[src/rtl/rtc_seq_pkg.sv]
// Shared types for the RTC multiplexed-AD bus sequencer: state encoding,
// the strobe bundle driven onto the pads, and the strobe pattern per phase.
package rtc_seq_pkg;

  typedef enum logic [2:0] {
    ST_IDLE,
    ST_ADDR,
    ST_GAP1,
    ST_DATA,
    ST_GAP2,
    ST_FIN
  } state_t;

  // Strobes are active-low; ad_oe is active-high (1 = master drives AD).
  typedef struct packed {
    logic ad_n;
    logic cs_n;
    logic rd_n;
    logic wr_n;
    logic ad_oe;
  } strobe_t;

  localparam strobe_t STB_IDLE    = '{ad_n: 1'b1, cs_n: 1'b1, rd_n: 1'b1, wr_n: 1'b1, ad_oe: 1'b0};
  localparam strobe_t STB_ADDR    = '{ad_n: 1'b0, cs_n: 1'b0, rd_n: 1'b1, wr_n: 1'b0, ad_oe: 1'b1};
  localparam strobe_t STB_DATA_WR = '{ad_n: 1'b1, cs_n: 1'b0, rd_n: 1'b1, wr_n: 1'b0, ad_oe: 1'b1};
  localparam strobe_t STB_DATA_RD = '{ad_n: 1'b1, cs_n: 1'b0, rd_n: 1'b0, wr_n: 1'b1, ad_oe: 1'b0};

  // Strobe pattern for a state; read DATA never drives AD, so rd_n low
  // and ad_oe high can never coexist.
  function automatic strobe_t phase_strobes(input state_t st, input logic is_write);
    strobe_t s;
    case (st)
      ST_ADDR: s = STB_ADDR;
      ST_DATA: s = is_write ? STB_DATA_WR : STB_DATA_RD;
      default: s = STB_IDLE;
    endcase
    return s;
  endfunction

endpackage

[src/rtl/rtc_phase_timer.sv]
// Bus-phase timer: counts T_PHASE-1 down to 0 and flags the last cycle of
// every phase with tc. Reloads on tc or when restart is held.
module rtc_phase_timer #(
  parameter int T_PHASE = 10
) (
  input  logic clk,
  input  logic rst_n,
  input  logic i_restart,
  output logic o_tc
);

  localparam int CW = (T_PHASE > 1) ? $clog2(T_PHASE) : 1;
  localparam logic [CW-1:0] LOAD = CW'(T_PHASE - 1);

  logic [CW-1:0] r_cnt;

  // Down-counter reloading at the end of each phase or while parked.
  always_ff @(posedge clk or negedge rst_n) begin
    if (!rst_n)
      r_cnt <= LOAD;
    else if (i_restart || (r_cnt == '0))
      r_cnt <= LOAD;
    else
      r_cnt <= r_cnt - CW'(1);
  end

  assign o_tc = (r_cnt == '0);

endmodule

[src/rtl/rtc_bus_sequencer.sv]
// Burst bus master for the multiplexed-AD RTC interface. Runs up to DEPTH
// consecutive-address reads or writes, each as ADDR/GAP1/DATA/GAP2 phases of
// T_PHASE cycles. Optional write read-back verify: define RTC_SEQ_VERIFY_EN.
module rtc_bus_sequencer
  import rtc_seq_pkg::*;
#(
  parameter int DATA_W  = 8,
  parameter int ADDR_W  = 8,
  parameter int DEPTH   = 8,
  parameter int T_PHASE = 10
) (
  input  logic                       clk,
  input  logic                       rst_n,
  input  logic                       i_start,
  input  logic                       i_wr_op,
  input  logic [ADDR_W-1:0]          i_base_addr,
  input  logic [$clog2(DEPTH+1)-1:0] i_count,
  input  logic [DEPTH*DATA_W-1:0]    i_wdata,
  input  logic                       i_abort,
  output logic                       o_busy,
  output logic                       o_done,
  output logic                       o_aborted,
  output logic [DEPTH*DATA_W-1:0]    o_rdata,
  output logic                       o_err,
  output logic                       o_ad_n,
  output logic                       o_cs_n,
  output logic                       o_rd_n,
  output logic                       o_wr_n,
  output logic [DATA_W-1:0]          o_ad_out,
  output logic                       o_ad_oe,
  input  logic [DATA_W-1:0]          i_ad_in
);

  localparam int CNT_W = $clog2(DEPTH + 1);
  localparam int IDX_W = (DEPTH > 1) ? $clog2(DEPTH) : 1;

  state_t             r_state, w_state_next;
  logic [IDX_W-1:0]   r_idx, w_idx_next;
  logic               r_vfy, w_vfy_next;     // 1 = read-back pass of a write
  logic [CNT_W-1:0]   r_cnt;
  logic               r_wr;
  logic [ADDR_W-1:0]  r_base;
  logic [DATA_W-1:0]  r_wdata [DEPTH];
  strobe_t            r_stb, w_stb_next;
  logic [DATA_W-1:0]  r_ad_out, w_ad_out_next;
  logic               r_busy, r_done, r_aborted;

  logic               w_tc, w_restart, w_accept, w_in_phase, w_last, w_abort_hit;
  logic               w_wr_next, w_is_write_next, w_capture;
  logic [CNT_W-1:0]   w_cnt_sat;
  logic [ADDR_W-1:0]  w_base_next, w_addr_next;

  rtc_phase_timer #(.T_PHASE(T_PHASE)) u_timer (
    .clk       (clk),
    .rst_n     (rst_n),
    .i_restart (w_restart),
    .o_tc      (w_tc)
  );

  assign w_in_phase  = (r_state == ST_ADDR) || (r_state == ST_GAP1) ||
                       (r_state == ST_DATA) || (r_state == ST_GAP2);
  assign w_restart   = !w_in_phase;
  assign w_accept    = (r_state == ST_IDLE) && i_start;
  assign w_cnt_sat   = (i_count > CNT_W'(DEPTH)) ? CNT_W'(DEPTH) : i_count;
  assign w_last      = (CNT_W'(r_idx) + CNT_W'(1)) == r_cnt;
  assign w_wr_next   = w_accept ? i_wr_op : r_wr;
  assign w_base_next = w_accept ? i_base_addr : r_base;
  // Capture on the last DATA cycle of a real read; an abort in that cycle wins.
  assign w_capture   = (r_state == ST_DATA) && w_tc && !i_abort && !r_wr;

  // Next-state logic plus the decoded pad values for the next cycle.
  always_comb begin
    w_state_next  = r_state;
    w_idx_next    = r_idx;
    w_vfy_next    = r_vfy;
    w_abort_hit   = 1'b0;
    case (r_state)
      ST_IDLE: begin
        if (i_start) begin
          w_state_next = (w_cnt_sat == '0) ? ST_FIN : ST_ADDR;
          w_idx_next   = '0;
          w_vfy_next   = 1'b0;
        end
      end
      ST_ADDR: if (w_tc) w_state_next = ST_GAP1;
      ST_GAP1: if (w_tc) w_state_next = ST_DATA;
      ST_DATA: if (w_tc) w_state_next = ST_GAP2;
      ST_GAP2: begin
        if (w_tc) begin
`ifdef RTC_SEQ_VERIFY_EN
          if (r_wr && !r_vfy) begin
            w_vfy_next   = 1'b1;
            w_state_next = ST_ADDR;
          end else
`endif
          begin
            w_vfy_next = 1'b0;
            if (w_last) begin
              w_state_next = ST_FIN;
            end else begin
              w_idx_next   = r_idx + IDX_W'(1);
              w_state_next = ST_ADDR;
            end
          end
        end
      end
      ST_FIN:  w_state_next = ST_IDLE;
      default: w_state_next = ST_IDLE;
    endcase
    if (i_abort && w_in_phase) begin
      w_state_next = ST_FIN;
      w_abort_hit  = 1'b1;
    end

    w_is_write_next = w_wr_next && !w_vfy_next;
    w_stb_next      = phase_strobes(w_state_next, w_is_write_next);
    w_addr_next     = w_base_next + ADDR_W'(w_idx_next);
    w_ad_out_next   = '0;
    if (w_stb_next.ad_oe)
      w_ad_out_next = (w_state_next == ST_ADDR) ? DATA_W'(w_addr_next) : r_wdata[w_idx_next];
  end

  // Control state and registered pad/status outputs.
  always_ff @(posedge clk or negedge rst_n) begin
    if (!rst_n) begin
      r_state   <= ST_IDLE;
      r_idx     <= '0;
      r_vfy     <= 1'b0;
      r_cnt     <= '0;
      r_wr      <= 1'b0;
      r_base    <= '0;
      r_stb     <= STB_IDLE;
      r_ad_out  <= '0;
      r_busy    <= 1'b0;
      r_done    <= 1'b0;
      r_aborted <= 1'b0;
    end else begin
      r_state   <= w_state_next;
      r_idx     <= w_idx_next;
      r_vfy     <= w_vfy_next;
      r_stb     <= w_stb_next;
      r_ad_out  <= w_ad_out_next;
      r_busy    <= (w_state_next != ST_IDLE);
      r_done    <= (w_state_next == ST_FIN);
      r_aborted <= w_abort_hit;
      if (w_accept) begin
        r_cnt  <= w_cnt_sat;
        r_wr   <= i_wr_op;
        r_base <= i_base_addr;
      end
    end
  end

  // Write data is snapshotted at start so the caller may change it mid-burst.
  always_ff @(posedge clk or negedge rst_n) begin
    if (!rst_n) begin
      for (int i = 0; i < DEPTH; i++) r_wdata[i] <= '0;
    end else if (w_accept) begin
      for (int i = 0; i < DEPTH; i++) r_wdata[i] <= i_wdata[i*DATA_W +: DATA_W];
    end
  end

  // One read-result register per burst slot; untouched slots keep old values.
  for (genvar gi = 0; gi < DEPTH; gi++) begin : g_rdata
    logic [DATA_W-1:0] r_rd;
    always_ff @(posedge clk or negedge rst_n) begin
      if (!rst_n)
        r_rd <= '0;
      else if (w_capture && (r_idx == IDX_W'(gi)))
        r_rd <= i_ad_in;
    end
    assign o_rdata[gi*DATA_W +: DATA_W] = r_rd;
  end

`ifdef RTC_SEQ_VERIFY_EN
  logic r_err;
  // Sticky read-back mismatch flag, cleared by the next accepted burst.
  always_ff @(posedge clk or negedge rst_n) begin
    if (!rst_n)
      r_err <= 1'b0;
    else if (w_accept)
      r_err <= 1'b0;
    else if ((r_state == ST_DATA) && w_tc && !i_abort && r_wr && r_vfy &&
             (i_ad_in != r_wdata[r_idx]))
      r_err <= 1'b1;
  end
  assign o_err = r_err;
`else
  assign o_err = 1'b0;
`endif

  assign o_busy    = r_busy;
  assign o_done    = r_done;
  assign o_aborted = r_aborted;
  assign o_ad_n    = r_stb.ad_n;
  assign o_cs_n    = r_stb.cs_n;
  assign o_rd_n    = r_stb.rd_n;
  assign o_wr_n    = r_stb.wr_n;
  assign o_ad_oe   = r_stb.ad_oe;
  assign o_ad_out  = r_ad_out;

endmodule

[config.mk]
export PLATFORM = sky130hd
export DESIGN_NAME = rtc_bus_sequencer
export DESIGN_NICKNAME = d
export VERILOG_FILES = /design/src/rtl/rtc_seq_pkg.sv /design/src/rtl/rtc_phase_timer.sv /design/src/rtl/rtc_bus_sequencer.sv
export SDC_FILE = /design/constraint.sdc
export NUM_CORES = 1
export LEC_CHECK = 0
export CAP_MARGIN = 15
export CORE_ASPECT_RATIO = 1.4
export CORE_MARGIN = 2
export CORE_UTILIZATION = 60
export DETAILED_ROUTE_END_ITERATION = 16
export DONT_BUFFER_PORTS = 1
export PLACE_DENSITY = 0.79
export RECOVER_POWER = 50
export SYNTH_ARGS = -nofsm -noshare
export SYNTH_HDL_FRONTEND = slang
export SYNTH_HIERARCHICAL = 1
export SYNTH_SLANG_ARGS = --single-unit
[constraint.sdc]
create_clock -name clk -period 4.8 [get_ports clk]
set_input_delay 0.24 -clock clk [delete_from_list [all_inputs] [get_ports clk]]
set_output_delay 0.24 -clock clk [all_outputs]
set_load 0.03 [all_outputs]
Word-level counts from Yosys, hierarchy flattened. Index checks and enable logic that the tools add are counted.

Register bits after elaboration: 168. Bits of input ports: 89. Output and inout port bits: 81. Word-level logic and storage cells: 109.

$add $sub $neg: 4. Magnitude comparators: 2. Equal/unequal tests: 15. Multiplexer cells: 28. Bitwise operators: 1. Reductions and logical operators: 27.

Operators by type and width (number): two-way mux 8 bit (5); two-way mux 3 bit (12); binary-select mux 8 bit (select 3 bit) (1); == test 3 bit, second input constant (6); == test 3 x 2 -> 1 bit, second input constant (5); case mux 3 bit (5 select lines) (1); logical AND 1 bit (14); case mux 5 bit (2 select lines) (1); == test 3 x 1 -> 1 bit, second input constant (3); adder 8 x 3 -> 8 bit (1); zero test 4 bit (2); two-way mux 4 bit (2); zero test 3 bit (2); case mux 3 bit (2 select lines) (1); adder 3 x 1 -> 4 bit, second input constant (1); == test 4 bit (1); greater-or-equal comparator 4 bit, second input constant (1); > comparator 4 bit, second input constant (1); zero test 1 bit (4); logical OR 1 bit (4); two-way mux 1 bit (4); NOT 3 -> 4 bit (1); subtractor 4 x 1 -> 4 bit, second input constant (1); adder 3 x 1 -> 3 bit, second input constant (1); 2 further kinds (2).

Depth between registers and ports, before layout.
Depth in word-level cells: 11. Mapped depth: 17. Gate-level depth less buffers: 15.

By module. Netlist, hierarchy kept.

By module, submodules not included: rtc_bus_sequencer (times used 1, cells each 703, area an instance 7290.7 sq um, sequential area each 4108.9 sq um); rtc_phase_timer (times used 1, cells each 18, area an instance 195.2 sq um, sequential area each 102.6 sq um).

Least setup slack after synthesis. OpenSTA, ideal clock, no wires.

Path type: register to register. Start point: reg r_idx[0]. End point: reg r_ad_out[6] (netlist: o_ad_out[6]). Setup time: 122 ps. Arrival time: 3358 ps. Required time: 4678 ps. Slack: 1320 ps. Cell stages (with the launch flop): 17. Path buffers: 1. Clock period less this slack: 3480 ps. Path through: dfrtp_1 > ha_1 > ha_1 > xor2_1 > o2111a_2 > mux2i_1 > nor2_1 > inv_1 > buf_2 > ha_1 > inv_1 > fa_1 > nor2b_1 > o21ai_0 > nor3_1 > xnor2_1 > a32o_1.

Cells in the longest elaborated chain, start to end: 11. Elaborated cells on any way between the ends: 21. Those cells by class: add/sub: 3; eq/ne: 3; mux: 14; bitwise: 1.

Ends and longest elaborated chain: start: declaration (RTL line rtc_bus_sequencer.sv:38) `logic [IDX_W-1:0] r_idx, w_idx_next;`; start signal: assignment (RTL line rtc_bus_sequencer.sv:139) `r_idx <= w_idx_next;`; adder 3 x 1 -> 4 bit (RTL line rtc_bus_sequencer.sv:65) `assign w_last = (CNT_W'(r_idx) + CNT_W'(1)) == r_cnt;`; == test 4 bit (RTL line rtc_bus_sequencer.sv:65); two-way mux 3 bit (RTL line rtc_bus_sequencer.sv:98) `if (w_last) begin`; two-way mux 3 bit (RTL line rtc_bus_sequencer.sv:89) `if (w_tc) begin`; case mux 3 bit (2 select lines) (*) (RTL line rtc_bus_sequencer.sv:77) `case (r_state)`; via w_idx_next[0] (RTL line rtc_bus_sequencer.sv:38); parallel branches: the longest is 4 deep, another holds adder 8 x 3 -> 8 bit; two-way mux 8 bit (*) (RTL line rtc_bus_sequencer.sv:120) `w_ad_out_next = (w_state_next == ST_ADDR) ? DATA_W'(w_addr_next) : r_wdata[w_idx_next];`; two-way mux 8 bit (*) (RTL line rtc_bus_sequencer.sv:119) `if (w_stb_next.ad_oe)`; via w_ad_out_next[6] (RTL line rtc_bus_sequencer.sv:45) `logic [DATA_W-1:0] r_ad_out, w_ad_out_next;`; end signal: assignment (RTL line rtc_bus_sequencer.sv:142) `r_ad_out <= w_ad_out_next;`; end: declaration (RTL line rtc_bus_sequencer.sv:45).

Mark *: on every way through the listed nets, which the timed path passes. The select of a mux whose other input is x is not followed. A chain may end at the register's enable or synchronous reset.

Final worst setup path.
Start point: reg u_timer.r_cnt[1]. End point: reg r_ad_out[6] (netlist: o_ad_out[6]).

Cells in the longest elaborated chain, start to end: 9. Elaborated cells on any way between the ends: 24. Those cells by class: add/sub: 1; eq/ne: 2; mux: 17; bitwise: 1; reduce/logical: 3.

Ends and longest elaborated chain: start: declaration (RTL line rtc_phase_timer.sv:15) `logic [CW-1:0] r_cnt;`; start signal: assignment (RTL line rtc_phase_timer.sv:24) `r_cnt <= r_cnt - CW'(1);`; zero test 4 bit (*) (RTL line rtc_phase_timer.sv:27) `assign o_tc = (r_cnt == '0);`; via w_tc (RTL line rtc_bus_sequencer.sv:48) `logic w_tc, w_restart, w_accept, w_in_phase, w_last, w_abort_hit;`; two-way mux 3 bit (*) (RTL line rtc_bus_sequencer.sv:89); case mux 3 bit (2 select lines) (*) (RTL line rtc_bus_sequencer.sv:77); via w_idx_next[2] (RTL line rtc_bus_sequencer.sv:38); parallel branches: the longest is 4 deep, another holds adder 8 x 3 -> 8 bit; two-way mux 8 bit (*) (RTL line rtc_bus_sequencer.sv:120); two-way mux 8 bit (*) (RTL line rtc_bus_sequencer.sv:119); via w_ad_out_next[6] (RTL line rtc_bus_sequencer.sv:45).

Marks and branches as above.

==> flow_summary.toml <==
[routing]
ant_nets = 0
drtPass1Iterations = 5
wirelength_um = 19000
drc = 0
vias = 5676
vias_per_cell = 5.93
wl_per_cell_um = 19.9
drt_iter0_drc = 374

[placement]
gp_congestion = 0.973
place_area_um2 = 7570
dp_hpwl_um = 12600
port-buffer-count = 0

[critical_path]
startpoint_type = "flip-flop"
worstSetupPathType = "reg -> reg"
path_max_fanout = 14
crit_chain = "inv_1, ha_1, nor3b_2, nand2_1, o211ai_1, and2_4, inv_1, ha_1, nor2b_1, o21ai_0, nor3_1, xnor2_1, a32o_1"
critPathMaxStageDelay_ns = 0.70
critPathBufInv = 2
required_ns = 5.12
crit_family = "simple AND/OR/NAND/NOR gates"
critPathCaptureType = "flip-flop"
crit_slowest_cell = "nor3b_2"
worstPathArrival_ns = 3.98

[logic_synthesis]
synth_fp_nets = 821
synthCells = 721
synth-edff-count = 0
avgSynthCellArea_um2 = 10.4
yosysSeqAreaShare_pct = 56.3
synth.area.top_cells = "dfrtp_1 54%, nand2_1 13%, mux2_2 9.9%"
yosysWarnings = 6
synth_top_area_cell = "dfrtp_1"
syn_area_um2 = 7490
yosys.area.top_type_share_pct = 54.2
ys.flop_type = "dfrtp_1"
yosys_register_bits = 168
async_reset_ff_share_pct = 100
ys_types = 60

[clocking]
clk_pin_slew_ns = 0.07
clock_path_buffers = 2
clock_latency_ns = 0.43
cts_buffers = 17
cts_tree = "built"
cts_root_buf = "clkbuf_16"
cts_max_level = 4
cts.sinks = 168
cts_resized = 0

[final_layout]
final_core_util_pct = 73.3
final_area_um2 = 8970
n_antenna_cell = 0
drive_gt1_share_pct = 15.7
fillers = 833
syn_to_final_growth_pct = 19.9
nNetsFinal = 894

[run]
cap_violations = 0

[sta]
finalHoldViolCount = 0
timing.hold.ws_ns = 0.00467
finalSetupTns_ns = 0
worst_pin_slew_ns = 0.822
fin_crit_ns = 3.66
relSlewSlack_pct = 44.9
clock_skew_ns = 0.00929
setup_viol = 0
drv_slew = 0
max_freq_mhz = 273
min_period_over_period_pct = 76.3
grt_setup_unrepaired = "false"

[power_and_ir_drop]
clkPwrFrac_pct = 27.6
netSwitchingFraction_pct = 37.5
powerDensity_nw_per_um2 = 534
power.total_uw = 4790
p_leak_uw = 0.00446
internal-power_uw = 2990
seqPwrFrac_pct = 45.6
vdd_ir_drop_max_mv = 0.377
pwr-share-comb_pct = 26.8
p_switching_uw = 1800

[global_route]
grt_first_pass_wirelength_um = 30000
grt_pass1_vias = 5804
gr-usage-all-layers_pct = 29.0
overflow = 0
antenna_found_initial = 0
grt_max_degree = 169

[worst_hold_path]
min_path_type = "in -> reg"

[floorplan]
fp.dieW_um = 98.4
die_area_um2 = 13400
initial_utilization_pct = 61.1
die_y_um = 136
fp.coreArea_um2 = 12300
ios = 170
rows = 48

[outcome]
status = "complete, no violations"
kinds of logic (layout without fill, tap and decap cells):
family,after synthesis,count (layout),synth area share (%)
and+or+nand+nor,336,336,19.6
adders and majority gates,11,11,1.94
other,1,1,0.0501
DFF,168,168,56.3
muxes,80,80,11.8
xor gates and xnor gates,11,11,1.29
AOI/OAI and AO/OA,62,62,6.02
buffers and inverters,52,138,3.01
flip-flops by register name, indices dropped and copies added (netlist names):
register       flops
g_rdata.r_rd      64
r_wdata           64
o_ad_out           8
r_base             8
r_cnt              4
u_timer/r_cnt      4
r_idx              3
r_state            3
o_aborted          1
o_ad_n             1
o_ad_oe            1
o_busy             1
o_cs_n             1
o_done             1
o_rd_n             1
o_wr_n             1
r_vfy              1
r_wr               1
path summary, 6_finish.rpt:
path	startpoint	to	slack, ns	cells after the start
setup / recovery	u_timer/r_cnt[1]$_DFF_PN0_	o_ad_out[6]$_DFF_PN0_	1.14	13
setup reg to reg	u_timer/r_cnt[1]$_DFF_PN0_	o_ad_out[6]$_DFF_PN0_	1.14	13
hold / removal	i_base_addr[0]	r_base[0]$_DFF_PN0_	0.005	2
min in group asynchronous	rst_n	g_rdata[5].r_rd[7]$_DFFE_PN0P_	0.49	2
max in group asynchronous	rst_n	r_idx[1]$_DFF_PN0_	3.73	2
hold reg to reg	r_wdata[32]$_DFFE_PN0P_	r_wdata[32]$_DFFE_PN0P_	0.48	2
synthesized netlist by cell type (3+ instances only):
cell type,count
a21o_1,4
a21oi_1,13
a32o_1,4
a32oi_1,6
and3_1,3
buf_1,7
buf_2,3
buf_4,3
clkbuf_1,19
dfrtp_1,162
dfstp_2,6
ha_1,10
inv_1,17
mux2_2,66
mux2i_1,14
nand2_1,253
nand3_1,32
nand3b_1,3
nand4_1,7
nor2_1,10
nor3_1,5
o21ai_0,17
o21bai_1,3
or3_1,3
xnor2_1,7
xor2_1,4
per-stage QoR:
| step | setup WS, ns | std cells |
|---|---|---|
| 6_report | 1.14 | 957 |
| 3_3_place_gp | 1.35 | 844 |
| 2_1_floorplan | 1.32 | 721 |
| 5_1_grt | 0.903 | 957 |
| 3_5_place_dp | 1.21 | 844 |
| 4_1_cts | 1.20 | 957 |
cell usage in the layout (no fill, tap or decap), drive strengths merged, types with 2 or more instances in the layout:
| cell type | Yosys | routed |
|---|---|---|
| a21o | 4 | 4 |
| a21oi | 13 | 13 |
| a31oi | 2 | 2 |
| a32o | 4 | 4 |
| a32oi | 6 | 6 |
| and2 | 4 | 4 |
| and3 | 3 | 3 |
| buf | 15 | 8 |
| clkbuf | 19 | 17 |
| clkinv | 1 | 8 |
| dfrtp | 162 | 162 |
| dfstp | 6 | 6 |
| dlygate4sd3 | 0 | 80 |
| ha | 10 | 10 |
| inv | 17 | 25 |
| mux2 | 66 | 66 |
| mux2i | 14 | 14 |
| nand2 | 253 | 253 |
| nand3 | 32 | 32 |
| nand3b | 3 | 3 |
| nand4 | 7 | 7 |
| nor2 | 11 | 11 |
| nor2b | 2 | 2 |
| nor3 | 7 | 7 |
| nor3b | 2 | 2 |
| nor4b | 2 | 2 |
| o21ai | 17 | 17 |
| o21bai | 3 | 3 |
| or3 | 3 | 3 |
| or4 | 2 | 2 |
| xnor2 | 7 | 7 |
| xor2 | 4 | 4 |
layer usage:
metal	vias up	track usage (%)	share of wire, %
li1	2572	-	-
met1	2777	31.8	35
met2	267	50.7	53
met3	60	8.38	7.1
met4	0	15.7	5.0
met5	-	0	0
what timing repair did:
| action | in CTS | in global routing |
|---|---|---|
| setup buffers | 0 | 0 |
| hold buffers | 81 | 0 |
| endpoints found under the hold margin | 304 | 0 |
power by group through the flow:
stage / Clock [µW] / Sequential [µW] / Combinational, µW
floorplan: 0 / 2080 / 929
global placement: 0 / 2190 / 1110
detailed placement: 0 / 2200 / 1160
CTS: 1340 / 2170 / 1260
global route: 1400 / 2220 / 1420
finish: 1320 / 2190 / 1280
area by class of cell:
| class | count | area [µm²] | area share (%) |
|---|---|---|---|
| Sequential cell | 168 | 4210 | 46.9 |
| Multi-Input combinational cell | 501 | 3050 | 34.0 |
| Timing Repair Buffer | 88 | 881 | 9.81 |
| Clock buffer | 17 | 425 | 4.74 |
| Tap cell | 150 | 188 | 2.09 |
| Clock inverter | 15 | 153 | 1.70 |
| Inverter | 18 | 67.6 | 0.753 |
Power figures use the tool's default switching activity.
